[config.mk]
export PLATFORM = sky130hd
export DESIGN_NAME = pixel_fetch_unit
export DESIGN_NICKNAME = d
export VERILOG_FILES = /design/src/rtl/pixel_fetch_unit.sv
export SDC_FILE = /design/constraint.sdc
export NUM_CORES = 1
export LEC_CHECK = 0
export BUFFER_PORTS_ARGS = -buffer_cell sky130_fd_sc_hd__buf_4
export CORE_ASPECT_RATIO = 0.7
export CORE_MARGIN = 8
export CORE_UTILIZATION = 30
export CTS_CLUSTER_DIAMETER = 120
export DETAILED_ROUTE_END_ITERATION = 7
export GPL_TIMING_DRIVEN = 1
export HOLD_SLACK_MARGIN = 0.12
export PLACE_DENSITY = 0.69
export SLEW_MARGIN = 20
export SYNTH_ARGS = -nofsm -noshare
export SYNTH_HDL_FRONTEND = slang
export SYNTH_SLANG_ARGS = --single-unit
[constraint.sdc]
create_clock -name clk -period 1.4 [get_ports clk]
set_input_delay 0.14 -clock clk [delete_from_list [all_inputs] [get_ports clk]]
set_output_delay 0.14 -clock clk [all_outputs]
set_load 0.01 [all_outputs]
[src/rtl/pixel_fetch_unit.sv]
// Pixel fetch: turns one address-calc result into a pixel colour,
// reading the font glyph bit from flash and/or the colour from RAM.
module pixel_fetch_unit #(
  parameter logic [7:0]  TIMEOUT_CYCLES    = 8'd255,
  parameter logic [15:0] TRANSPARENT_COLOR = 16'hF81F
) (
  input  logic        clk,
  input  logic        rst,
  input  logic        in_valid,
  output logic        in_ready,
  input  logic        in_is_sprite,
  input  logic        in_ram_en,
  input  logic        in_flash_en,
  input  logic [26:0] in_ram_offset,
  input  logic [29:0] in_flash_offset,
  output logic        ram_req,
  output logic [26:0] ram_addr,
  input  logic        ram_gnt,
  input  logic        ram_rvalid,
  input  logic [15:0] ram_rdata,
  output logic        flash_req,
  output logic [26:0] flash_addr,
  input  logic        flash_rvalid,
  input  logic [7:0]  flash_rdata,
  output logic        out_valid,
  input  logic        out_ready,
  output logic [15:0] out_color,
  output logic        out_opaque,
  output logic        err_timeout
);

  localparam logic [2:0] S_IDLE     = 3'd0;
  localparam logic [2:0] S_FLASH    = 3'd1;
  localparam logic [2:0] S_RAM_REQ  = 3'd2;
  localparam logic [2:0] S_RAM_WAIT = 3'd3;
  localparam logic [2:0] S_OUT      = 3'd4;

  logic [2:0]  state_q, state_d;
  logic [7:0]  cnt_q, cnt_d;
  logic        spr_q, spr_d;
  logic        ren_q, ren_d;
  logic [26:0] roff_q, roff_d;
  logic [29:0] foff_q, foff_d;
  logic [15:0] color_q, color_d;
  logic        opq_q, opq_d;
  logic        err_q, err_d;
  logic        flash_bit;
  logic        timed_out;
  logic        waiting;

  assign flash_bit = flash_rdata[3'd7 - foff_q[2:0]];
  assign timed_out = (cnt_q == TIMEOUT_CYCLES);
  assign waiting   = (state_q == S_FLASH) ||
                     (state_q == S_RAM_REQ) ||
                     (state_q == S_RAM_WAIT);

  always_comb begin
    state_d = state_q;
    spr_d   = spr_q;
    ren_d   = ren_q;
    roff_d  = roff_q;
    foff_d  = foff_q;
    color_d = color_q;
    opq_d   = opq_q;
    err_d   = 1'b0;
    unique case (state_q)
      S_IDLE: begin
        if (in_valid) begin
          spr_d   = in_is_sprite;
          ren_d   = in_ram_en;
          roff_d  = in_ram_offset;
          foff_d  = in_flash_offset;
          color_d = 16'h0;
          opq_d   = 1'b0;
          if (in_flash_en && !in_is_sprite)
            state_d = S_FLASH;
          else if (in_ram_en)
            state_d = S_RAM_REQ;
          else
            state_d = S_OUT;
        end
      end
      S_FLASH: begin
        if (flash_rvalid) begin
          state_d = (flash_bit && ren_q) ? S_RAM_REQ : S_OUT;
        end else if (timed_out) begin
          state_d = S_OUT;
          err_d   = 1'b1;
        end
      end
      S_RAM_REQ: begin
        if (ram_gnt) begin
          state_d = S_RAM_WAIT;
        end else if (timed_out) begin
          state_d = S_OUT;
          err_d   = 1'b1;
        end
      end
      S_RAM_WAIT: begin
        if (ram_rvalid) begin
          state_d = S_OUT;
          color_d = ram_rdata;
          // text pixels are always drawn; sprites honour the colour key
          opq_d   = !spr_q || (ram_rdata != TRANSPARENT_COLOR);
        end else if (timed_out) begin
          state_d = S_OUT;
          err_d   = 1'b1;
        end
      end
      S_OUT: begin
        if (out_ready) state_d = S_IDLE;
      end
      default: state_d = S_IDLE;
    endcase
    if (state_d != state_q || !waiting)
      cnt_d = 8'd0;
    else
      cnt_d = cnt_q + 8'd1;
  end

  always_ff @(posedge clk) begin
    if (rst) begin
      state_q <= S_IDLE;
      cnt_q   <= 8'd0;
      spr_q   <= 1'b0;
      ren_q   <= 1'b0;
      roff_q  <= 27'd0;
      foff_q  <= 30'd0;
      color_q <= 16'h0;
      opq_q   <= 1'b0;
      err_q   <= 1'b0;
    end else begin
      state_q <= state_d;
      cnt_q   <= cnt_d;
      spr_q   <= spr_d;
      ren_q   <= ren_d;
      roff_q  <= roff_d;
      foff_q  <= foff_d;
      color_q <= color_d;
      opq_q   <= opq_d;
      err_q   <= err_d;
    end
  end

  assign in_ready    = (state_q == S_IDLE);
  assign flash_req   = (state_q == S_FLASH);
  assign ram_req     = (state_q == S_RAM_REQ);
  assign out_valid   = (state_q == S_OUT);
  assign ram_addr    = roff_q;
  assign flash_addr  = foff_q[29:3];
  assign out_color   = color_q;
  assign out_opaque  = opq_q;
  assign err_timeout = err_q;

endmodule

Yosys cells after proc, flatten, opt, wreduce, memory -nomap -nowiden. Index checks and enable logic that the tools add are counted.

Latch bits: 0. ROM bits: 0. Input port bits: 91. Logic and storage cells: 58. Flip-flop bits (word level): 88. Memories kept: 0. Memory bits (writable): 0.

Reductions and logical operators: 14. Div/mod/pow operators: 0. Eq/ne operators: 9. Mux-type cells: 23. $add $sub $neg: 2. Shift operators: 0. Bitwise operators: 0. Multiply operators: 0. Magnitude comparators: 1.

Operators with widths (count): 16-bit 2-to-1 mux (2); 16-bit case mux with 2 select lines (1); 3-bit 2-to-1 mux (9); 16-bit inequality test (second input constant) (1); 3-bit case mux with 5 select lines (1); 8-bit by 1-bit adder with 8-bit output (second input constant) (1); 8-bit equality test (second input constant) (1); 1-bit 2-to-1 mux (7); 3-bit by 2-bit equality test with 1-bit output (second input constant) (2); 1-bit logical OR (4); 3-bit by 4-bit < comparator with 1-bit output (second input constant) (1); 2-bit inequality test (second input constant) (2); 1-bit binary-select mux with 3-bit select (1); 3-bit by 1-bit equality test with 1-bit output (second input constant) (1); 3-bit equality test (second input constant) (1); 1-bit zero test (3); 3-bit zero test (1); 3-bit inequality test (1); 1-bit case mux with 3 select lines (1); 3-bit AND reduction (1); 3-bit subtractor (first input constant) (1); 1-bit logical AND (2); 1-bit case mux with 2 select lines (1); 2-bit AND reduction (1); 2 further kinds (2).

Longest topological paths before layout.
Depth after elaboration: 10. Mapped depth: 7.

Worst setup path before layout. Ideal clock, no wire load.

Path type: register to register. Start point: register state_q[1]. End point: register state_q[1]. Required time: 1.326 ns. Clock period less this slack: 1.496 ns. Slack: -0.096 ns. Setup time: 0.074 ns. Path buffers: 1. Arrival time: 1.421 ns. Cell stages (with the launch flop): 6. Cells stage by stage: dfxtp_1 buf_2 nor3b_1 and2_1 o311ai_0 a31oi_1.

RTL lines: from (decl) (RTL line 38) `logic [2:0] state_q, state_d;`; from (signal assigned) (RTL line 133) `state_q <= state_d;`; 3-bit by 2-bit equality test with 1-bit output; named net ram_req (RTL line 16) `output logic ram_req,`; 3-bit case mux with 5 select lines (RTL line 66) `unique case (state_q)`.

The timed path passes the listed nets, and every way through them passes these cells. A chain may end at the register's enable or synchronous reset.

Final worst setup path.
Start point: register state_q[0]. End point: register state_q[2].

Word-level cells in the longest chain between the ends: 2.

Ends and longest elaborated chain (RTL line): 3-bit equality test, or another cell as far along (66); 3-bit case mux with 5 select lines (*) (66).

Every way passes the cells marked *; elsewhere a longest branch is shown, timed or not.

==> metrics.yaml <==
synth_area_leaders: "dfxtp_1, nand2_1, a21oi_1, buf_4, a22oi_1"
dp_hpwl_um: 8320
timing.fmax_ghz: 0.656
relSlewSlack: 0.727
die-area_mm2: 0.0157
stdcell_count: 829
htreeDepth: 3
r2r_start: "state_q[0]"
finalCriticalPeriod_ns: 1.53
startpoint_type: "register"
ios: 167
final_max_slew_viol_count: 0
status: "finished, violations left"
drt_wl_total_um: 13400
ff2ff_setup_slack_ns: -0.13
numCtsBuffers: 9
finalHoldViolCount: 0
p_leak_nw: 2.72
grt_use_total: 0.155
antennaDiodeCount: 0
row_count: 33
first_pass_iters: 5
postSynthCellCount: 433
antenna_found_initial: 0
cap_violations: 0
drive_above_1_share: 0.424
period_share: 1.09
critPathCapture: "state_q[2]"
ys_ff_latch: 88
synth_edf_count: 0
place_inst: 726
cp_max_fo: 6
setup_violations: 90
synth_nets: 525
clockBufferDepth: 2
tightest_slew_ns: 0.404
grt_overflow: 0
setup_ws_ns: -0.125
synth_top_cell_by_area: "dfxtp_1"
drt_iter0_markers: 143
cp-end-kind: "register"
violations: "negative setup slack"
layout_common_cells: "buf_4, nand2_1, dfxtp_1"
async_reset_ff_frac: 0
grt_first_pass_wirelength_um: 20000
cts.sinks: 88
irDropWorstVdd_mv: 0.532
cts-root-buf: "clkbuf_16"
die_h_um: 107
initial_core_util: 0.307
syn_avg_cell_area_um2: 8.27
finalNetCount: 759
rsz0062_at_grt: "yes"
synthFlopType: "dfxtp_1"
synthToLayoutAreaGrowth_pct: 80.0
cp.required_ns: 1.67
fp.dieW_um: 147
synth.top_cell.area_share: 0.492
seq_area_frac_synth: 0.492
vias: 3911
skew_ns: 0.0130
postRouteAntennaNets: 0
cts_tree: "done"
final_common_cell: "buf_4"
worstPathArrival_ns: 1.80
crit_start: "state_q[0]"
clk_pin_slew_ns: 0.07
viasPerCell: 4.72
fill_cells: 997
insertion_delay_ns: 0.34
setup.worst_path.class: "reg2reg"
r2r_cells: 4
first_global_vias: 4007
wl_per_cell_um: 16.2
p_per_area_mw_per_mm2: 1090
r2r-end: "state_q[2]"
place.gp.congestion: 0.770
portBuffers: 166
synth.cell_area_mm2: 0.00358
hold_path.class: "in2reg"
grt_max_degree: 53
yosysWarningCount: 0
yosys.cell_types.count: 41
drc: 0
final_core_util: 0.552
core_area_mm2: 0.0117
## Yosys cell counts, types with 2 or more instances
master	instances
nor3_1	8
nand2_1	124
buf_4	28
nor2_1	27
clkbuf_1	14
dfxtp_1	88
and4b_1	2
mux2_2	2
nor4b_1	2
buf_2	12
xnor2_1	4
inv_1	2
nor2b_1	4
nand3_1	5
a31oi_1	2
or4b_1	2
nand4_1	2
o311ai_0	2
o22ai_1	2
xor2_1	2
a21oi_1	60
nor3b_1	3
nand2b_1	3
a22oi_1	16
## per-stage QoR
step	TNS, ns	total power, W	area [µm²]	worst slack (ns)	hold slack (ns)
finish	-6.60	0.00700	6450	-0.125	0.183
global route	-11.23	0.00729	6450	-0.180	0.171
CTS	-3.94	0.00686	6080	-0.108	0.160
detailed placement	-18.64	0.00391	4900	-0.303	0.399
global placement	-14.73	0.00388	4900	-0.245	0.389
floorplan	-0.812	0.00340	3600	-0.0384	0.276
## worst max-delay path, stage by stage (launching register included)
cell	delay [ns]
dfxtp_2	0.33
or4b_4	0.58
nor3_4	0.20
a221o_2	0.24
o2bb2ai_2	0.11
## worst min path at each step
stage	cells after the start	slack [ns]	from	end
after CTS	2	0.16	rst	out_color[13]
after global routing	2	0.17	rst	out_color[13]
after detailed placement	3	0.40	in_flash_offset[2]	foff_q[2]
after global placement	3	0.39	in_flash_offset[2]	foff_q[2]
after floorplan	2	0.28	in_flash_offset[10]	foff_q[10]
final	2	0.18	rst	out_color[13]
## metal layers
layer | wire (µm) | vias to the layer above | GRT usage
met5 | 0 | - | 0
met4 | 283 | 0 | 0.0681
met3 | 1040 | 27 | 0.0622
met2 | 6630 | 164 | 0.268
met1 | 5460 | 1829 | 0.165
li1 | - | 1891 | -
## cells by family (layout without fill, tap and decap cells)
| family | Yosys count | in the layout | synth area share |
|---|---|---|---|
| simple gates | 188 | 190 | 0.232 |
| compound gates | 89 | 89 | 0.146 |
| flops | 88 | 88 | 0.492 |
| buf+inv | 57 | 294 | 0.0954 |
| xor+xnor | 6 | 6 | 0.0147 |
| mux | 4 | 4 | 0.0164 |
| fa+ha+maj | 1 | 1 | 0.00349 |
## layout make-up
class / count / area (µm²) / area share
flip-flops and latches: 88 / 1770 / 0.274
clock inverters: 5 / 105 / 0.0163
well taps: 157 / 196 / 0.0305
clock buffers: 11 / 233 / 0.0361
repair buffers: 276 / 2380 / 0.368
multi-input cells: 290 / 1760 / 0.273
inverters: 2 / 7.51 / 0.00116
## sequential cells by signal, summed over array words and instances (netlist names)
register     count
state_q          3
err_timeout      1
out_color       16
ram_addr        27
cnt_q            8
ren_q            1
spr_q            1
foff_q          30
out_opaque       1
## timing repair
item	CTS	global route
buffers inserted	4	5
hold buffers	75	0
setup endpoints to repair	91	91
hold endpoints to repair	76	0
cloned	0	5
pin swaps	8	13
gates resized for setup	24	62
## report_power, final
group / switching, W / internal, W / leakage, nW / total, W
combinational: 0.000722 / 0.000816 / 1.84 / 0.00154
clock: 0.000967 / 0.00175 / 0.156 / 0.00271
sequential: 0.0000906 / 0.00266 / 0.721 / 0.00275
Note: power is estimated with default switching activity, not from simulation.
